[config.mk]
export PLATFORM = sky130hd
export DESIGN_NAME = wb_stage_flat
export DESIGN_NICKNAME = d
export VERILOG_FILES = /design/src/rtl/wb_stage_if.sv /design/src/rtl/wb_stage.sv /design/src/flat_wrapper.sv
export SDC_FILE = /design/constraint.sdc
export NUM_CORES = 1
export LEC_CHECK = 0
export ABC_CLOCK_PERIOD_IN_PS = 1800
export CAP_MARGIN = 20
export CORE_MARGIN = 2
export CORE_UTILIZATION = 33
export DETAILED_ROUTE_END_ITERATION = 16
export PLACE_DENSITY = 0.83
export SLEW_MARGIN = 5
export SYNTH_ARGS = -nofsm -noshare
export SYNTH_HDL_FRONTEND = slang
export SYNTH_SLANG_ARGS = --single-unit
[constraint.sdc]
create_clock -name clk -period 1.8 [get_ports clk]
set_clock_uncertainty 0.2 [all_clocks]
set_input_delay 0.36 -clock clk [delete_from_list [all_inputs] [get_ports clk]]
set_output_delay 0.36 -clock clk [all_outputs]
set_load 0.05 [all_outputs]
[src/rtl/wb_stage_if.sv]
// Signal bundle between the asynchronous ALU, the writeback stage and its consumers.
// With WB_COND_EN defined the bundle also carries cond_fail_o.
interface wb_stage_if;
  logic        alu_ready_i;
  logic [31:0] alu_result_i;
  logic [31:0] alu_instr_i;
  logic [31:0] alu_cpsr_i;
  logic        alu_w_i;
  logic        alu_trigger_o;
  logic        rf_we_o;
  logic [3:0]  rf_waddr_o;
  logic [31:0] rf_wdata_o;
  logic        pc_wr_o;
  logic [31:0] cpsr_o;
  logic        busy_o;
`ifdef WB_COND_EN
  logic        cond_fail_o;
`endif

  modport slave (
    input  alu_ready_i, alu_result_i, alu_instr_i, alu_cpsr_i, alu_w_i,
    output alu_trigger_o, rf_we_o, rf_waddr_o, rf_wdata_o, pc_wr_o, cpsr_o, busy_o
`ifdef WB_COND_EN
    , output cond_fail_o
`endif
  );

  modport master (
    output alu_ready_i, alu_result_i, alu_instr_i, alu_cpsr_i, alu_w_i,
    input  alu_trigger_o, rf_we_o, rf_waddr_o, rf_wdata_o, pc_wr_o, cpsr_o, busy_o
`ifdef WB_COND_EN
    , input cond_fail_o
`endif
  );
endinterface

[src/rtl/wb_stage.sv]
// Writeback stage behind the asynchronous ALU: commits Rd and NZCV, re-arms the ALU.
// Optional WB_COND_EN adds ARM condition evaluation and the cond_fail_o pulse.
//
// state | meaning
// START | issue the first trigger toggle after reset
// IDLE  | wait for a synchronized ready rise
// LATCH | capture ALU outputs (held stable while ready is high)
// WRITE | drive RF write strobe, update CPSR flags
// TRIG  | toggle trigger to start the next ALU op
module wb_stage #(
  parameter int          SYNC_STAGES = 2,
  parameter logic [31:0] CPSR_RESET  = 32'h0000_0000
) (
  input  logic      clk,
  input  logic      reset,
  wb_stage_if.slave bus
);

  typedef enum logic [2:0] {
    START = 3'd0,
    IDLE  = 3'd1,
    LATCH = 3'd2,
    WRITE = 3'd3,
    TRIG  = 3'd4
  } state_t;

  state_t state_q, state_d;

  logic [SYNC_STAGES-1:0] sync_q;
  logic                   rdy_q;
  logic                   rdy_s;
  logic                   rise;

  logic        trig_q, trig_d;
  logic [31:0] cpsr_q, cpsr_d;

  logic [31:0] res_q;
  logic [3:0]  rd_q;
  logic [3:0]  flags_q;
  logic        dp_q;
  logic        s_q;
  logic        w_q;
  logic [3:0]  cond_q;

  logic latch_en;
  logic we;
  logic pc_wr;
  logic busy;
  logic cond_ok;
  logic cond_fail;

`ifdef WB_COND_EN
  function automatic logic cond_pass(input logic [3:0] c, input logic [3:0] f);
    logic n, z, cy, v;
    {n, z, cy, v} = f;
    case (c)
      4'h0:    cond_pass = z;
      4'h1:    cond_pass = ~z;
      4'h2:    cond_pass = cy;
      4'h3:    cond_pass = ~cy;
      4'h4:    cond_pass = n;
      4'h5:    cond_pass = ~n;
      4'h6:    cond_pass = v;
      4'h7:    cond_pass = ~v;
      4'h8:    cond_pass = cy & ~z;
      4'h9:    cond_pass = ~cy | z;
      4'hA:    cond_pass = (n == v);
      4'hB:    cond_pass = (n != v);
      4'hC:    cond_pass = ~z & (n == v);
      4'hD:    cond_pass = z | (n != v);
      4'hE:    cond_pass = 1'b1;
      default: cond_pass = 1'b0;
    endcase
  endfunction

  assign cond_ok = cond_pass(cond_q, cpsr_q[31:28]);
`else
  assign cond_ok = 1'b1;
`endif

  assign rdy_s = sync_q[SYNC_STAGES-1];
  assign rise  = rdy_s & ~rdy_q;

  always_ff @(posedge clk) begin
    if (reset) begin
      state_q <= START;
      sync_q  <= '0;
      rdy_q   <= 1'b0;
      trig_q  <= 1'b0;
      cpsr_q  <= CPSR_RESET;
      res_q   <= '0;
      rd_q    <= '0;
      flags_q <= '0;
      dp_q    <= 1'b0;
      s_q     <= 1'b0;
      w_q     <= 1'b0;
      cond_q  <= '0;
    end else begin
      state_q <= state_d;
      sync_q  <= {sync_q[SYNC_STAGES-2:0], bus.alu_ready_i};
      rdy_q   <= rdy_s;
      trig_q  <= trig_d;
      cpsr_q  <= cpsr_d;
      if (latch_en) begin
        res_q   <= bus.alu_result_i;
        rd_q    <= bus.alu_instr_i[15:12];
        flags_q <= bus.alu_cpsr_i[31:28];
        dp_q    <= (bus.alu_instr_i[27:26] == 2'b00);
        s_q     <= bus.alu_instr_i[20];
        w_q     <= bus.alu_w_i;
        cond_q  <= bus.alu_instr_i[31:28];
      end
    end
  end

  // Rises seen outside IDLE are consumed by rdy_q and simply dropped.
  always_comb begin
    state_d   = state_q;
    trig_d    = trig_q;
    cpsr_d    = cpsr_q;
    latch_en  = 1'b0;
    we        = 1'b0;
    pc_wr     = 1'b0;
    cond_fail = 1'b0;
    busy      = 1'b1;
    case (state_q)
      START: begin
        trig_d  = ~trig_q;
        state_d = IDLE;
      end
      IDLE: begin
        busy = 1'b0;
        if (rise) state_d = LATCH;
      end
      LATCH: begin
        latch_en = 1'b1;
        state_d  = WRITE;
      end
      WRITE: begin
        cond_fail = ~cond_ok;
        we        = w_q & dp_q & cond_ok;
        pc_wr     = we & (rd_q == 4'hF);
        if (s_q && dp_q && cond_ok) cpsr_d = {flags_q, cpsr_q[27:0]};
        state_d = TRIG;
      end
      TRIG: begin
        trig_d  = ~trig_q;
        state_d = IDLE;
      end
      default: state_d = START;
    endcase
  end

  assign bus.alu_trigger_o = trig_q;
  assign bus.rf_we_o       = we;
  assign bus.rf_waddr_o    = rd_q;
  assign bus.rf_wdata_o    = res_q;
  assign bus.pc_wr_o       = pc_wr;
  assign bus.cpsr_o        = cpsr_q;
  assign bus.busy_o        = busy;
`ifdef WB_COND_EN
  assign bus.cond_fail_o   = cond_fail;
`endif

endmodule

[src/flat_wrapper.sv]
// flat-port wrapper written by rule: the top's interface ports become plain ports
module wb_stage_flat 
#(
  parameter int          SYNC_STAGES = 2,
  parameter logic [31:0] CPSR_RESET  = 32'h0000_0000
)
  (clk, reset, bus_alu_ready_i, bus_alu_result_i, bus_alu_instr_i, bus_alu_cpsr_i, bus_alu_w_i, bus_alu_trigger_o, bus_rf_we_o, bus_rf_waddr_o, bus_rf_wdata_o, bus_pc_wr_o, bus_cpsr_o, bus_busy_o);
  wb_stage_if bus_i ();
  input  logic clk;
  input  logic reset;
  input wire logic [$bits(bus_i.alu_ready_i)-1:0] bus_alu_ready_i;
  input wire logic [$bits(bus_i.alu_result_i)-1:0] bus_alu_result_i;
  input wire logic [$bits(bus_i.alu_instr_i)-1:0] bus_alu_instr_i;
  input wire logic [$bits(bus_i.alu_cpsr_i)-1:0] bus_alu_cpsr_i;
  input wire logic [$bits(bus_i.alu_w_i)-1:0] bus_alu_w_i;
  output wire logic [$bits(bus_i.alu_trigger_o)-1:0] bus_alu_trigger_o;
  output wire logic [$bits(bus_i.rf_we_o)-1:0] bus_rf_we_o;
  output wire logic [$bits(bus_i.rf_waddr_o)-1:0] bus_rf_waddr_o;
  output wire logic [$bits(bus_i.rf_wdata_o)-1:0] bus_rf_wdata_o;
  output wire logic [$bits(bus_i.pc_wr_o)-1:0] bus_pc_wr_o;
  output wire logic [$bits(bus_i.cpsr_o)-1:0] bus_cpsr_o;
  output wire logic [$bits(bus_i.busy_o)-1:0] bus_busy_o;
  assign bus_i.alu_ready_i = bus_alu_ready_i;
  assign bus_i.alu_result_i = bus_alu_result_i;
  assign bus_i.alu_instr_i = bus_alu_instr_i;
  assign bus_i.alu_cpsr_i = bus_alu_cpsr_i;
  assign bus_i.alu_w_i = bus_alu_w_i;
  assign bus_alu_trigger_o = bus_i.alu_trigger_o;
  assign bus_rf_we_o = bus_i.rf_we_o;
  assign bus_rf_waddr_o = bus_i.rf_waddr_o;
  assign bus_rf_wdata_o = bus_i.rf_wdata_o;
  assign bus_pc_wr_o = bus_i.pc_wr_o;
  assign bus_cpsr_o = bus_i.cpsr_o;
  assign bus_busy_o = bus_i.busy_o;
  wb_stage #(.SYNC_STAGES(SYNC_STAGES), .CPSR_RESET(CPSR_RESET)) u_core (.clk(clk), .reset(reset), .bus(bus_i));
endmodule
==> results of run 1 <==
critical path, delay by kind of cell (launching register included):
| family | cells | cell delay (ps) |
|---|---|---|
| buffers and inverters | 1 | 130 |
| flip-flops | 1 | 340 |
| AND/OR/NAND/NOR | 3 | 510 |
how the worst max path moves through the flow:
stage / startpoint / to / slack [ps] / cells after the start
final: u_core.state_q[0] / bus_pc_wr_o / -30 / 4
after global routing: u_core.state_q[0] / bus_pc_wr_o / -100 / 4
after CTS: u_core.state_q[0] / bus_pc_wr_o / -50 / 4
after detailed placement: u_core.state_q[1] / u_core.bus.rf_wdata_o[0] / 130 / 4
after global placement: u_core.state_q[1] / u_core.dp_q / 170 / 3
after floorplan: u_core.state_q[0] / bus_pc_wr_o / 1 / 4
final cells by class:
| type | count | area (sq um) | share of cell area [%] |
|---|---|---|---|
| flip-flops and latches | 54 | 1080 | 33.9 |
| clock buffers | 5 | 68.8 | 2.15 |
| clock inverters | 3 | 40.0 | 1.25 |
| well taps | 77 | 96.3 | 3.01 |
| repair buffers | 104 | 995 | 31.1 |
| multi-input cells | 194 | 913 | 28.6 |
report_power, final:
part	leakage (nW)	switching (mW)	total (mW)	internal [mW]
Sequential	0.437	0.0122	1.23	1.21
Clock	0.0579	0.370	0.780	0.409
Combinational	0.772	0.250	0.406	0.156
Total	1.27	0.633	2.41	1.78
sequential cells by signal (all words and copies together), names as in the netlist, 2 cells and up:
signal,cells
u_core.bus.cpsr_o,4
u_core.bus.rf_waddr_o,4
u_core.bus.rf_wdata_o,32
u_core.flags_q,4
u_core.state_q,3
u_core.sync_q,2
repair_timing:
action / in CTS / in global routing
buffers inserted: 2 / 1
setup endpoints to repair: 2 / 2
gates resized for setup: 3 / 2
routing by layer:
layer | vias to the layer above | wire, microns
li1 | 975 | -
met1 | 855 | 2010
met2 | 76 | 2490
met3 | 2 | 447
met4 | 0 | 15
met5 | - | 0
cell usage in the layout (no fill, tap or decap):
cell type / n
nor3b_4: 1
bufinv_16: 1
a21oi_1: 45
buf_12: 8
buf_2: 1
dfxtp_1: 52
buf_4: 49
clkbuf_8: 5
clkinv_2: 2
dfxtp_2: 2
nand2b_1: 9
and4_4: 1
o21ai_0: 2
nor2_1: 2
a21o_1: 1
nand2_1: 86
or3_1: 2
buf_6: 1
and4_1: 2
or3b_1: 1
nor2b_1: 6
conb_1: 28
mux2i_1: 4
nor2b_4: 1
and2_4: 1
nor3_1: 2
clkdlybuf4s50_1: 45
cell families (layout without fill, tap and decap cells):
family                 after synthesis  after routing  synth area share [%]
buffers and inverters               46            112                  13.5
other                                1             28                 0.173
flip-flops                          54             54                  49.9
AO/OA/AOI/OAI                       48             48                  11.2
AND/OR/NAND/NOR                    114            114                  23.4
multiplexers                         4              4                  1.85
per-stage QoR:
stage | setup TNS (ps) | area (sq um)
CTS | -70.2 | 3180
finish | -28.0 | 3200
detailed placement | 0 | 3050
floorplan | 0 | 2270
global placement | 0 | 3050
global route | -223 | 3200
==> summary.md, run 1 <==
| Metric | Value |
|---|---|
| WHS | `246 ps` |
| Layout cells sized above 1 | `20.3%` |
| CP Max Fanout | `2` |
| Crit path time final | `approximately 1800 ps` |
| Syn avg cell area | `a little over 8 sq um` |
| Synth warn | `0` |
| Reg2reg path depth | `5` |
| Per-cell routed wire length | `11.3 microns` |
| Max-cap violation count | `0` |
| # diodes | `0` |
| RePlAce Congestion | `0.743` |
| Tcrit/Tclk final | `102%` |
| Layout Nets | `459` |
| Total iterations of the first detailed-routing run | `4` |
| Final Util | `around 50%` |
| Crit-path cells | `nor2b_4 -> and4_4 -> and2_4 -> buf_12` |
| Most numerous cell in the Yosys netlist | `nand2_1` |
| Failing checks | `negative setup slack` |
| Die W | `roughly 85 microns` |
| DRC viols | `0` |
| Hold path cells | `1` |
| Fin cells | `437` |
| Crit path kind | `reg2out` |
| P per Cell Area | `754 mW/mm^2` |
| Initial Utilization | `34.1%` |
| Max Freq | `~550 MHz` |
| Met3 Usage GRT | `5.35%` |
| Largest stage delay on the critical path | `roughly 340 ps` |
| Inst Count DP | `426` |
| Design Power | `between 2 and 2.5 mW` |
| Fill cells | `612` |
| Worst r2r dst | `u_core.bus.rf_wdata_o[0]` |
| Worst Hold End | `u_core.sync_q[1]` |
| Worst setup margin | `-28.0 ps` |
| Post-synth top flop | `dfxtp_1` |
| CTS Buf Count | `5` |
| CTS Buffer Depth | `2` |
| GRT met1 Usage | `16.5%` |
| Crit path DAT | `approximately 1300 ps` |
| Post-route ant nets | `0` |
| Hold buffers post-CTS | `0` |
| Run status | `finished, violations left` |
| Vias per cell | `4.37` |
| DR vias | `1908` |
| Overall Global Routing Usage | `14.3%` |
| Clock insertion delay at the later pin of the skew report | `about 300 ps` |
| Netlist Area Pre-Place | `0.00217 sq mm` |
| Async S/R FF share, synth | `0%` |
| Most Used Layer, Global Route | `met2` |
| Top cell type's share of synthesized area | `49.9%` |
| Top Ports | `172` |
| Synth top area cells | `dfxtp_1 50%, nand2_1 15%, a21oi_1 10%` |
| Starting DRT DRC Count | `33` |
| Worst min-delay path class | `reg2reg` |
| Commonest cells in the netlist | `86 x nand2_1, 54 x dfxtp_1, 45 x a21oi_1` |
| Post-synthesis sequential area ratio | `about half` |
| Final Max Tran Viols | `0` |
| Post-synth cell types | `20` |
| # setup viols final | `1` |
| R2r setup slk | `roughly 110 ps` |
| Grt ovf | `0` |
| Root buffer cell | `clkbuf_8` |
| Htree depth | `2` |
| Die H | `85.0 microns` |
| Slowest CP cell | `dfxtp_2` |
| Routed WL | `4960 microns` |
| Cell row count | `29` |
| First-pass GRT wire length | `8330 microns` |
| P_leak | `1.27 nW` |
| I/O Buffers | `90` |
| Synth area leader | `dfxtp_1` |
| Vias in the first global route | `1814` |
| Hold wc startpoint | `u_core.sync_q[0]` |
| Final hold violations | `0` |
| Die area | `0.00723 sq mm` |
| CP Launch Type | `register` |
| CP Capture Type | `primary output` |
| Synthesized instance count | `267` |
| Core footprint | `0.00635 sq mm` |
| CP required | `1240 ps` |
| CTS tree | `done` |
| Max VDD drop | `~0.39 mV` |
| Setup slack at placement | `130 ps` |
| RSZ-0062 raised after global routing | `true` |
| Reg2reg start | `u_core.state_q[0]` |
| Clock Pin Slew Worst Setup and Hold Paths | `80 ps` |
| FF+latch count, synth | `54` |
| Detail Placement HPWL | `3610 microns` |
| Number of synthesized flops with an enable pin | `0` |
| Initial antenna violation count | `0` |
| Largest net degree at the start of global routing | `27` |
| Met2 Use GR | `25.2%` |
| Synthesis-to-layout area growth | `47.5%` |
| Clock sink count | `54` |
Note: power is estimated with default switching activity, not from simulation.
==> run 2: changes to the inputs <==
Settings changed: CORE_MARGIN 2 to default, MAX_ROUTING_LAYER from default to met4.
==> run 2 against run 1 <==
  * The flow still finishes with violations (negative setup slack)
  * Hold slack got worse by 68 ps
  * Non-clock buffer count down 1
  * Clock power down 20%
  * Setup slack worse by 5.2 ps
  * Core utilization down 1.2 points
  * Via count is 0.52% higher
  * Sequential share of layout area grew 0.84 points
  * Largest power group unchanged
  * Clock-buffer cell count is 2 higher
  * Cell count down 0.46%
  * Final area fell by 2.4%
  * Critical endpoint unchanged
  * Critical path depth stayed put
==> summary.md, run 2 (synthesis results as in run 1) <==
| Metric | Value |
|---|---|
| P per Cell Area | `723 mW/mm^2` |
| Most frequent cells in the layout | `86 x nand2_1, 52 x dfxtp_1, 51 x buf_4, 45 x a21oi_1, 45 x clkdlybuf4s50_1` |
| Layout cells sized above 1 | `between 15 and 20%` |
| # setup viols final | `1` |
| Vias per cell | `4.41` |
| Crit-path cells | `nor2b_4 -> and4_4 -> and2_4 -> buf_12` |
| WHS | `about 180 ps` |
| Per-cell routed wire length | `between 10 and 15 microns` |
| Max FFs per register | `32` |
| # diodes | `0` |
| Final Max Tran Viols | `0` |
| Psw | `621 uW` |
| Core footprint | `~0.0063 sq mm` |
| Largest net degree at the start of global routing | `35` |
| Detail Placement HPWL | `3350 microns` |
| Crit path DAT | `about 1300 ps` |
| RePlAce Congestion | `0.707` |
| Slowest CP cell | `dfxtp_2` |
| Post-route ant nets | `0` |
| Internal power | `1.64 mW` |
| Comb power frac | `17.9%` |
| Crit path buffers/inverters | `1` |
| CP Max Fanout | `2` |
| Vias in the first global route | `1805` |
| CP required | `1240 ps` |
| Initial antenna violation count | `0` |
| Grt ovf | `0` |
| Worst setup margin | `-33.2 ps` |
| Tcrit/Tclk final | `102%` |
| I/O Buffers | `90` |
| Run status | `finished, violations left` |
| Inst Count DP | `425` |
| Worst min-delay path class | `in2reg` |
| Total iterations of the first detailed-routing run | `5` |
| Htree depth | `2` |
| P_leak | `1.24 nW` |
| Final TNS setup | `-33.2 ps` |
| CP Capture Type | `primary output` |
| Die area | `0.00689 sq mm` |
| Max VDD drop | `0.390 mV` |
| Design Power | `2.26 mW` |
| Dpl cell area | `0.00301 sq mm` |
| Clock Pin Slew Worst Setup and Hold Paths | `90 ps` |
| CTS tree | `done` |
| Max Freq | `roughly 550 MHz` |
| Failing checks | `negative setup slack` |
| Routed WL | `about 4800 microns` |
| Top Ports | `about 170` |
| Largest stage delay on the critical path | `around 330 ps` |
| Layout Nets | `458` |
| Synthesis-to-layout area growth | `43.9%` |
| Design area | `0.00312 sq mm` |
| Die W | `83.0 microns` |
| First-pass GRT wire length | `~8000 microns` |
| Die H | `83.0 microns` |
| Fin cells | `roughly 440` |
| Overall Global Routing Usage | `14.6%` |
| Crit path kind | `reg2out` |
| Hold buffers post-CTS | `0` |
| Max-cap violation count | `0` |
| DR vias | `approximately 1900` |
| Commonest non-fill, non-tap cell in the layout | `nand2_1` |
| DRC viols | `0` |
| Final hold violations | `0` |
| CTS Buf Count | `5` |
| Starting DRT DRC Count | `~60` |
| Sw Ratio | `27.5%` |
| Root buffer cell | `clkbuf_8` |
| RSZ-0062 raised after global routing | `true` |
| Crit path max-delay family | `simple AND/OR/NAND/NOR gates` |
| CP Launch Type | `register` |
| Initial Utilization | `34.1%` |
| CTS Buffer Depth | `2` |
| Seq pwr share | `54.3%` |
| Clock sink count | `54` |
| Clock insertion delay at the later pin of the skew report | `about 290 ps` |
| Clk pwr share | `between 20 and 30%` |
| Cell row count | `29` |
| Crit path time final | `1830 ps` |
## run 2: path summary, 6_finish.rpt
check,from,endpoint,slack [ps],cells after the start
max,u_core.state_q[0],bus_pc_wr_o,-30,4
min,reset,u_core.flags_q[2],180,2
max reg2reg,u_core.state_q[2],u_core.dp_q,170,4
min reg2reg,u_core.sync_q[0],u_core.sync_q[1],240,1
## run 2: area by class of cell
| type | instances | area, sq um |
|---|---|---|
| fill | 594 | 3230 |
| multi-input combinational | 194 | 913 |
| sequential | 54 | 1080 |
| timing repair buffer | 103 | 950 |
| tap | 77 | 96.3 |
| clock buffer | 7 | 76.3 |
## run 2: power by group through the flow
stage | clock network [mW] | logic, mW | registers (mW)
after CTS | 0.667 | 0.403 | 1.23
final | 0.627 | 0.404 | 1.22
after global routing | 0.705 | 0.425 | 1.23
after global placement | 0 | 0.391 | 1.25
after floorplan | 0 | 0.251 | 1.29
after detailed placement | 0 | 0.394 | 1.25
## run 2: per-layer routing
layer	track usage, %	part of all wire [%]
met3	4.47	7.2
met1	16.0	43
met2	25.1	48
met5	-	0
met4	4.55	2.0
## run 2: repair_timing
item                                    CTS  global route
buffers inserted                          3             0
gates resized for setup                   5             0
endpoints found under the setup margin    1             3
## run 2: stage by stage
step           worst slack (ps)  utilization [%]
6_report                  -33.2             49.1
3_3_place_gp                230             47.3
4_1_cts                   -29.0             49.1
5_1_grt                   -81.4             49.1
3_5_place_dp                217             47.3
2_1_floorplan              1.28                -
